## src/rtl/alu_control_word_executor.sv

```systemverilog
// Control-word executor: owns the 16x16 register file and per-register flags,
// runs each control word through IDLE -> EXEC (ALU req/ack) -> WB.
module alu_control_word_executor #(
    parameter int ALU_TIMEOUT = 64
) (
    input  logic        clk,
    input  logic        rst,
    input  logic [54:0] cw,
    input  logic        cw_valid,
    output logic        cw_ready,
    output logic [3:0]  alu_op,
    output logic [15:0] alu_a,
    output logic [15:0] alu_b,
    output logic        alu_req,
    input  logic        alu_ack,
    input  logic [15:0] alu_result,
    input  logic        alu_ovf,
    input  logic        alu_err,
    input  logic [15:0] mem_rdata,
    output logic [15:0] store_data,
    output logic        mem_store,
    output logic        stk_store,
    output logic        pc_advance,
    output logic [15:0] zeroflag,
    output logic [15:0] signflag,
    output logic [15:0] overflow,
    output logic [15:0] errorbit
);

    localparam int CNT_W = (ALU_TIMEOUT > 1) ? $clog2(ALU_TIMEOUT) : 1;
    localparam bit TO_EN = (ALU_TIMEOUT > 0);
    localparam logic [CNT_W-1:0] TO_LAST = CNT_W'((ALU_TIMEOUT > 0) ? ALU_TIMEOUT - 1 : 0);

    typedef enum logic [1:0] {
        S_IDLE = 2'd0,
        S_EXEC = 2'd1,
        S_WB   = 2'd2
    } state_t;

    state_t state_r;
    state_t state_s;

    logic              pc_inc_r;
    logic [3:0]        op_r;
    logic [3:0]        os_r;
    logic [1:0]        ls_r;
    logic              store_mem_r;
    logic              store_stk_r;
    logic [15:0]       opa_r;
    logic [15:0]       opb_r;
    logic [15:0]       res_r;
    logic              ovf_r;
    logic              err_r;
    logic              timeout_r;
    logic [CNT_W-1:0]  cnt_r;
    logic              timeout_hit_s;

    logic              cw_ready_r;
    logic              alu_req_r;
    logic              mem_store_r;
    logic              stk_store_r;
    logic              pc_advance_r;
    logic              ready_s;
    logic              req_s;
    logic              wb_enter_s;
    logic              mem_store_s;
    logic              stk_store_s;
    logic              pc_advance_s;

    logic [15:0]       regs_r [16];
    logic [15:0]       zeroflag_r;
    logic [15:0]       signflag_r;
    logic [15:0]       overflow_r;
    logic [15:0]       errorbit_r;

    logic              wr_en_s;
    logic [15:0]       wr_data_s;
    logic              wr_ovf_s;
    logic              wr_err_s;
    logic              err_only_s;

    function automatic logic [15:0] pick_operand(input logic src,
                                                 input logic [15:0] altern,
                                                 input logic [15:0] reg_val);
        return src ? altern : reg_val;
    endfunction

    assign timeout_hit_s = TO_EN && (cnt_r == TO_LAST);

    // State register
    always_ff @(posedge clk or posedge rst) begin
        if (rst) begin
            state_r <= S_IDLE;
        end else begin
            state_r <= state_s;
        end
    end

    // Next-state logic
    always_comb begin
        state_s = state_r;
        case (state_r)
            S_IDLE: begin
                if (cw_valid) state_s = S_EXEC;
                else          state_s = S_IDLE;
            end
            S_EXEC: begin
                if (alu_ack)            state_s = S_WB;
                else if (timeout_hit_s) state_s = S_WB;
                else                    state_s = S_EXEC;
            end
            S_WB:    state_s = S_IDLE;
            default: state_s = S_IDLE;
        endcase
    end

    // Output decode; a timed-out EXEC enters WB without ack, which suppresses stores
    always_comb begin
        wb_enter_s   = (state_r == S_EXEC) && (state_s == S_WB);
        ready_s      = (state_s == S_IDLE);
        req_s        = (state_s == S_EXEC);
        mem_store_s  = wb_enter_s && alu_ack && store_mem_r;
        stk_store_s  = wb_enter_s && alu_ack && store_stk_r;
        pc_advance_s = wb_enter_s && pc_inc_r;
    end

    // Registered handshake and strobe outputs
    always_ff @(posedge clk or posedge rst) begin
        if (rst) begin
            cw_ready_r   <= 1'b1;
            alu_req_r    <= 1'b0;
            mem_store_r  <= 1'b0;
            stk_store_r  <= 1'b0;
            pc_advance_r <= 1'b0;
        end else begin
            cw_ready_r   <= ready_s;
            alu_req_r    <= req_s;
            mem_store_r  <= mem_store_s;
            stk_store_r  <= stk_store_s;
            pc_advance_r <= pc_advance_s;
        end
    end

    // Control-word latch, operand fetch, ALU capture and timeout counter
    always_ff @(posedge clk or posedge rst) begin
        if (rst) begin
            pc_inc_r    <= 1'b0;
            op_r        <= 4'd0;
            os_r        <= 4'd0;
            ls_r        <= 2'd0;
            store_mem_r <= 1'b0;
            store_stk_r <= 1'b0;
            opa_r       <= 16'd0;
            opb_r       <= 16'd0;
            res_r       <= 16'd0;
            ovf_r       <= 1'b0;
            err_r       <= 1'b0;
            timeout_r   <= 1'b0;
            cnt_r       <= '0;
        end else begin
            case (state_r)
                S_IDLE: begin
                    if (cw_valid) begin
                        pc_inc_r    <= cw[54];
                        op_r        <= cw[53:50];
                        opa_r       <= pick_operand(cw[9], cw[49:34], regs_r[cw[17:14]]);
                        opb_r       <= pick_operand(cw[8], cw[33:18], regs_r[cw[13:10]]);
                        os_r        <= cw[7:4];
                        ls_r        <= cw[3:2];
                        store_mem_r <= cw[1];
                        store_stk_r <= cw[0];
                        timeout_r   <= 1'b0;
                        cnt_r       <= '0;
                    end else begin
                        cnt_r <= cnt_r;
                    end
                end
                S_EXEC: begin
                    if (alu_ack) begin
                        res_r <= alu_result;
                        ovf_r <= alu_ovf;
                        err_r <= alu_err;
                    end else begin
                        cnt_r <= cnt_r + CNT_W'(1);
                        if (timeout_hit_s) timeout_r <= 1'b1;
                        else               timeout_r <= 1'b0;
                    end
                end
                default: begin
                    cnt_r <= cnt_r;
                end
            endcase
        end
    end

    // Write-back decode; timeout takes priority over load_src
    always_comb begin
        wr_en_s    = 1'b0;
        wr_data_s  = 16'd0;
        wr_ovf_s   = 1'b0;
        wr_err_s   = 1'b0;
        err_only_s = 1'b0;
        if (state_r == S_WB) begin
            if (timeout_r) begin
                err_only_s = 1'b1;
            end else begin
                case (ls_r)
                    2'b01: begin
                        wr_en_s   = 1'b1;
                        wr_data_s = res_r;
                        wr_ovf_s  = ovf_r;
                        wr_err_s  = err_r;
                    end
                    2'b10: begin
                        wr_en_s   = 1'b1;
                        wr_data_s = mem_rdata;
                    end
                    2'b11:   err_only_s = 1'b1;
                    default: err_only_s = 1'b0;
                endcase
            end
        end else begin
            wr_en_s = 1'b0;
        end
    end

    // Register file and per-register flags, committed at the end of WB
    always_ff @(posedge clk or posedge rst) begin
        if (rst) begin
            for (int i = 0; i < 16; i++) regs_r[i] <= 16'd0;
            zeroflag_r <= 16'hFFFF;
            signflag_r <= 16'h0000;
            overflow_r <= 16'h0000;
            errorbit_r <= 16'h0000;
        end else if (wr_en_s) begin
            regs_r[os_r]     <= wr_data_s;
            zeroflag_r[os_r] <= (wr_data_s == 16'd0);
            signflag_r[os_r] <= wr_data_s[15];
            overflow_r[os_r] <= wr_ovf_s;
            errorbit_r[os_r] <= wr_err_s;
        end else if (err_only_s) begin
            errorbit_r[os_r] <= 1'b1;
        end else begin
            errorbit_r <= errorbit_r;
        end
    end

    assign cw_ready   = cw_ready_r;
    assign alu_req    = alu_req_r;
    assign alu_op     = op_r;
    assign alu_a      = opa_r;
    assign alu_b      = opb_r;
    assign store_data = res_r;
    assign mem_store  = mem_store_r;
    assign stk_store  = stk_store_r;
    assign pc_advance = pc_advance_r;
    assign zeroflag   = zeroflag_r;
    assign signflag   = signflag_r;
    assign overflow   = overflow_r;
    assign errorbit   = errorbit_r;

endmodule

```

## config.mk

```make
export PLATFORM = sky130hd
export DESIGN_NAME = alu_control_word_executor
export DESIGN_NICKNAME = d
export VERILOG_FILES = /design/src/rtl/alu_control_word_executor.sv
export SDC_FILE = /design/constraint.sdc
export NUM_CORES = 1
export LEC_CHECK = 0
export BUFFER_PORTS_ARGS = -buffer_cell sky130_fd_sc_hd__buf_4
export CAP_MARGIN = 20
export CORE_MARGIN = 5
export CORE_UTILIZATION = 53
export DETAILED_ROUTE_END_ITERATION = 10
export GPL_TIMING_DRIVEN = 0
export PLACE_DENSITY = 0.86
export SLEW_MARGIN = 30
export SYNTH_ARGS = -nofsm -noshare
export SYNTH_HDL_FRONTEND = slang
export SYNTH_SLANG_ARGS = --single-unit
```

## constraint.sdc

```tcl
create_clock -name clk -period 11.5 [get_ports clk]
set_clock_uncertainty 0.05 [all_clocks]
set_input_delay 1.725 -clock clk [delete_from_list [all_inputs] [get_ports clk]]
set_output_delay 1.725 -clock clk [all_outputs]
set_load 0.005 [all_outputs]
```

# Word level (Yosys, flattened, before mapping)
# Index checks and enable logic that the tools add are counted.
[classes] n_addsub=1 reduce_logical=16 n_bitwise=4 n_lt_le_gt_ge=6 n_eq_ne=10 n_mux=45
[op_table] operator="$bwmux 256" count=1
[op_table] operator="$mux 16" count=11
[op_table] operator="$bmux 16 s4" count=2
[op_table] operator="$bwmux 16" count=4
[op_table] operator="$demux 16 s4" count=1
[op_table] operator="$pmux 16 s2" count=1
[op_table] operator="$mux 1" count=17
[op_table] operator="$logic_not 16->1" count=1
[op_table] operator="$or 16x16->16" count=1
[op_table] operator="$ge 5x5->1 const B" count=3
[op_table] operator="$not 4->5" count=3
[op_table] operator="$mux 6" count=2
[op_table] operator="$pmux 6 s2" count=1
[op_table] operator="$eq 2x2->1 const B" count=4
[op_table] operator="$logic_and 1x1->1" count=7
[op_table] operator="$add 6x1->6 const B" count=1
[op_table] operator="$eq 2x1->1 const B" count=3
[op_table] operator="$eq 6x6->1 const B" count=1
[op_table] operator="$lt 4x5->1 const B" count=1
[op_table] operator="$lt 5x1->1 const B" count=1
[op_table] operator="$demux 1 s4" count=1
[op_table] operator="$ge 4x1->1 const B" count=1
[op_table] operator="$logic_not 2->1" count=2
[op_table] operator="$mux 2" count=2
[op_table] operator="7 further kinds" count=10
[word_totals] ff_bits=397

# Depth between registers and ports, before layout
[depth] ltp_word=8 mapped_depth=9 depth_no_buf=6

# Worst setup path before layout
# No wires, ideal clock.
[synth_timing] path_type="in2reg" startpoint="input port cw[15]" endpoint="register opa_r[10] (netlist: alu_a[10])" required_ns=11.315 setup_ns=0.135 arrival_ns=3.192 slack_ns=8.123 path_buffers=2 path_stages=6 path_cell_list="clkbuf_1 -> buf_2 -> mux4_2 -> mux2_2 -> nand2_1 -> nand4_1"
[synth_via] elab_chain_len=5
[synth_rtl] item="start, declared" line="8" text="input logic [54:0] cw,"
[synth_rtl] item="$not 4->5 (not written as such)" line="166" text="opa_r <= pick_operand(cw[9], cw[49:34], regs_r[cw[17:14]]);"
[synth_rtl] item="$bmux 16 s4" line="166"
[synth_rtl] item="$mux 16 (not written as such) (2 in series)" line="166"
[synth_rtl] item="$mux 16" line="85" text="return src ? altern : reg_val;"
[synth_rtl] item="end signal, assigned" line="166"
[synth_rtl] item="end, declared" line="49" text="logic [15:0] opa_r;"
# No other way between the ends. The select of a mux whose other input is x is not followed.
# A chain may end at the register's enable or synchronous reset.

# Final worst setup path
[layout_timing] startpoint="input port cw[11]" endpoint="register opb_r[7] (netlist: alu_b[7])"
[layout_via] elab_chain_len=5
[layout_rtl] item="$not 4->5 (not written as such)" line="167" text="opb_r <= pick_operand(cw[8], cw[33:18], regs_r[cw[13:10]]);"
[layout_rtl] item="$bmux 16 s4" line="167"
[layout_rtl] item="$mux 16 (not written as such) (2 in series)" line="167"
[layout_rtl] item="$mux 16" line="85"
[layout_rtl] item="end signal, assigned" line="167"
[layout_rtl] item="end, declared" line="50" text="logic [15:0] opb_r;"
# No other way between the ends. The select of a mux whose other input is x is not followed.

==> reports/metrics.csv <==
metric,value,unit
"Setup Fix Bufs, Post-CTS",0,
number of cells in the design after placement,2406,
remaining antenna violation count,0,
CP Capture Type,register,
CP Class,input port to register,
async set-or-reset flop fraction in the synthesized netlist,100,%
First DRT Iteration DRCs,2356,
number of global-route vias before repair,16961,
CP Max Fanout,10,
type of element launching the critical path,input port,
total count of max-transition violations in the final report,0,
transition at the pin with the smallest max-transition slack,1060,ps
Initial Utilization,53.3,%
"Period Utilization, post-route",34.5,%
final routed wire length divided by cell count,26.8,um
Die Outline Area,39300,um^2
ratio of total power to cell area,229,nW/um^2
portion of total power attributed to combinational logic,31.8,%
filler cell count,2700,
"commonest non-fill, non-tap cell in the layout",dfrtp_1,
switching power of the nets,0.00184,W
"commonest cells after routing, fill and taps aside","364 x dfrtp_1, 296 x nand2_1, 232 x buf_4",
# nets final,2086,
number of endpoints failing setup at the final stage,0,
CTS tree,yes,
CP Data Arrival Time,4330,ps
count of warnings emitted by yosys,0,
max-capacitance violation count,0,
global-route usage over all layers,33.7,%
final setup margin,7530,ps
worst hold slack,430,ps
initial antenna violation count,1,
final cell count without fillers,2482,
sinks on the clock net,381,
worst min-delay path category,register to register,
sequential share of the synthesized area,50.9,%
HPWL reported at the end of detailed placement,48600,um
cts-stage hold buffer count,0,
routed vias/inst,6.64,
number of enable-type register cells in the synthesized netlist,0,
fraction of final layout cells with drive strength greater than 1,27.9,%
area grow syn2layout,20.2,%
final hold violation count,0,
Switching Share,35.5,%
number of placed I/O pins,214,
share of Yosys cell area claimed by the top area cell type,48.5,%
Sequential Power Share,42.3,%
setup tns final,0,ps
horizontal die dimension,198,um
total number of H-tree levels,2,
port bufs,207,
number of buffers added by the clock tree synthesis step,40,
DRC violations left,0,
total power draw,0.00517,W
Synth area leader,dfrtp_1,
Clock transition at path regs,60,ps
DP Worst Slack,7180,ps
power share of the clock group,25.9,%
1st-pass router iterations,7,
grt ovf,0,
clock insertion delay at the later pin of the skew report,550,ps
maximum vdd drop,0.000153,V
root buf cell,clkbuf_16,
maximum number of pins on one net before global-route repair,33,
"wirelength, routed",66600,um
biggest area contributors in the synthesized netlist,"dfrtp_1 49%, mux4_2 9.8%, nand2_1 5.9%, mux2_2 4.9%, mux2i_1 4.9%",
final weighted congestion of routability-driven global placement,0.988,
"Net Count, Synth",1821,
number of unique standard cell types used by synthesis,46,
CP required,11860,ps
normalized max-slew margin,29.4,%
maximum achievable frequency,252,MHz
CORE AREA,35200,um^2
Die Y-Extent,198,um
number of rows created at floorplan,69,
area of the mapped netlist,18800,um^2
flop and latch count out of synthesis,381,
Cells after Synth,1724,
maximum buffer depth of the clock tree,3,
status,completed,
vias after detailed routing,16478,
Leak,9.81,nW
setup repair after global routing missed its margin,false,
Tmin final,3970,ps
antenna fix cells,0,
first-pass GRT wire length,101000,um
cell internal power dissipation,0.00333,W
primary flip-flop cell chosen by synthesis mapping,dfrtp_1,
Post-Synthesis Mean Instance Area,10.9,um^2
post-CTS resize count,0,
## power groups by stage
stage	Clock, W	Combinational, W	Sequential [W]
floorplan	0	0.000946	0.00207
global placement	0	0.00151	0.00214
detailed placement	0	0.00159	0.00217
CTS	0.00133	0.00161	0.00216
global route	0.00139	0.00177	0.00222
finish	0.00134	0.00164	0.00218
## cells in the mapped netlist, types with 15 or more instances
| cell type | n |
|---|---|
| nand2b_1 | 15 |
| dfstp_2 | 17 |
| nor2_1 | 93 |
| mux2i_1 | 92 |
| dfrtp_1 | 364 |
| a21oi_1 | 102 |
| clkbuf_1 | 80 |
| a22oi_1 | 63 |
| nand2_1 | 296 |
| buf_2 | 36 |
| nand3_1 | 57 |
| o21ai_0 | 177 |
| buf_4 | 23 |
| nand4_1 | 34 |
| mux2_2 | 82 |
| mux4_2 | 82 |
## per-stage QoR
step	area (um^2)	util, %
after detailed placement	21200	60.2
after floorplan	18800	-
final	22600	64.0
after global routing	22600	64.0
after global placement	20900	59.3
after CTS	22500	64.0
## logic make-up (layout without fill, tap and decap cells)
kind of cell / Yosys count / after routing / share of synthesized area (%)
AOI/OAI and AO/OA: 377 / 377 / 11.4
xor gates and xnor gates: 3 / 3 / 0.140
adders and majority gates: 4 / 4 / 0.267
buffers and inverters: 163 / 460 / 4.45
DFF: 381 / 381 / 50.9
muxes: 256 / 256 / 19.7
and+or+nand+nor: 540 / 540 / 13.1
## path summary, 6_finish.rpt
| path | slack, ps | depth (start not counted) | endpoint | from |
|---|---|---|---|---|
| min in group asynchronous | 1010 | 2 | store_data[0]$_DFFE_PP0P_ | rst |
| min | 430 | 2 | alu_op[3]$_DFFE_PP0P_ | alu_op[3]$_DFFE_PP0P_ |
| min reg2reg | 430 | 2 | alu_op[3]$_DFFE_PP0P_ | alu_op[3]$_DFFE_PP0P_ |
| max in group asynchronous | 9070 | 7 | regs_r[13]$_DFFE_PP0P_ | rst |
| max | 7530 | 8 | alu_b[7]$_DFFE_PP0P_ | cw[11] |
| max reg2reg | 8350 | 9 | regs_r[60]$_DFFE_PP0P_ | ls_r[0]$_DFFE_PP0P_ |
## registers in the layout, summed over array words and instances, names as in the netlist, 2 cells and up
| signal | flops |
|---|---|
| cnt_r | 6 |
| signflag | 15 |
| alu_b | 16 |
| state_r | 2 |
| alu_a | 16 |
| regs_r | 241 |
| alu_op | 4 |
| overflow | 16 |
| store_data | 16 |
| zeroflag | 16 |
| os_r | 4 |
| ls_r | 2 |
| errorbit | 16 |
## cell type report
type	count	area (um^2)	share of cell area, %
plain buffers	159	820	3.63
clock buffers	57	1140	5.04
clock inverters	17	201	0.893
inverters	4	18.8	0.0832
multi-input cells	1180	8390	37.2
flip-flops and latches	381	9560	42.4
well taps	461	577	2.56
repair buffers	223	1860	8.26
## layer usage
metal  share of wire [%]  vias up  track usage [%]
met5               0.020        -                0
met4                 6.4        2             17.8
met3                  14      326             13.3
met2                  45     1359             51.1
met1                  34     8088             41.9
li1                    -     6703                -
## critical path, stage by stage
cell      delay, ps
buf_4           140
buf_2           220
buf_2           290
nor2b_1         650
clkbuf_1        650
a22oi_1         240
nand3_1         280
nand4_1         110
No activity file was read; power rests on OpenSTA's default activity.
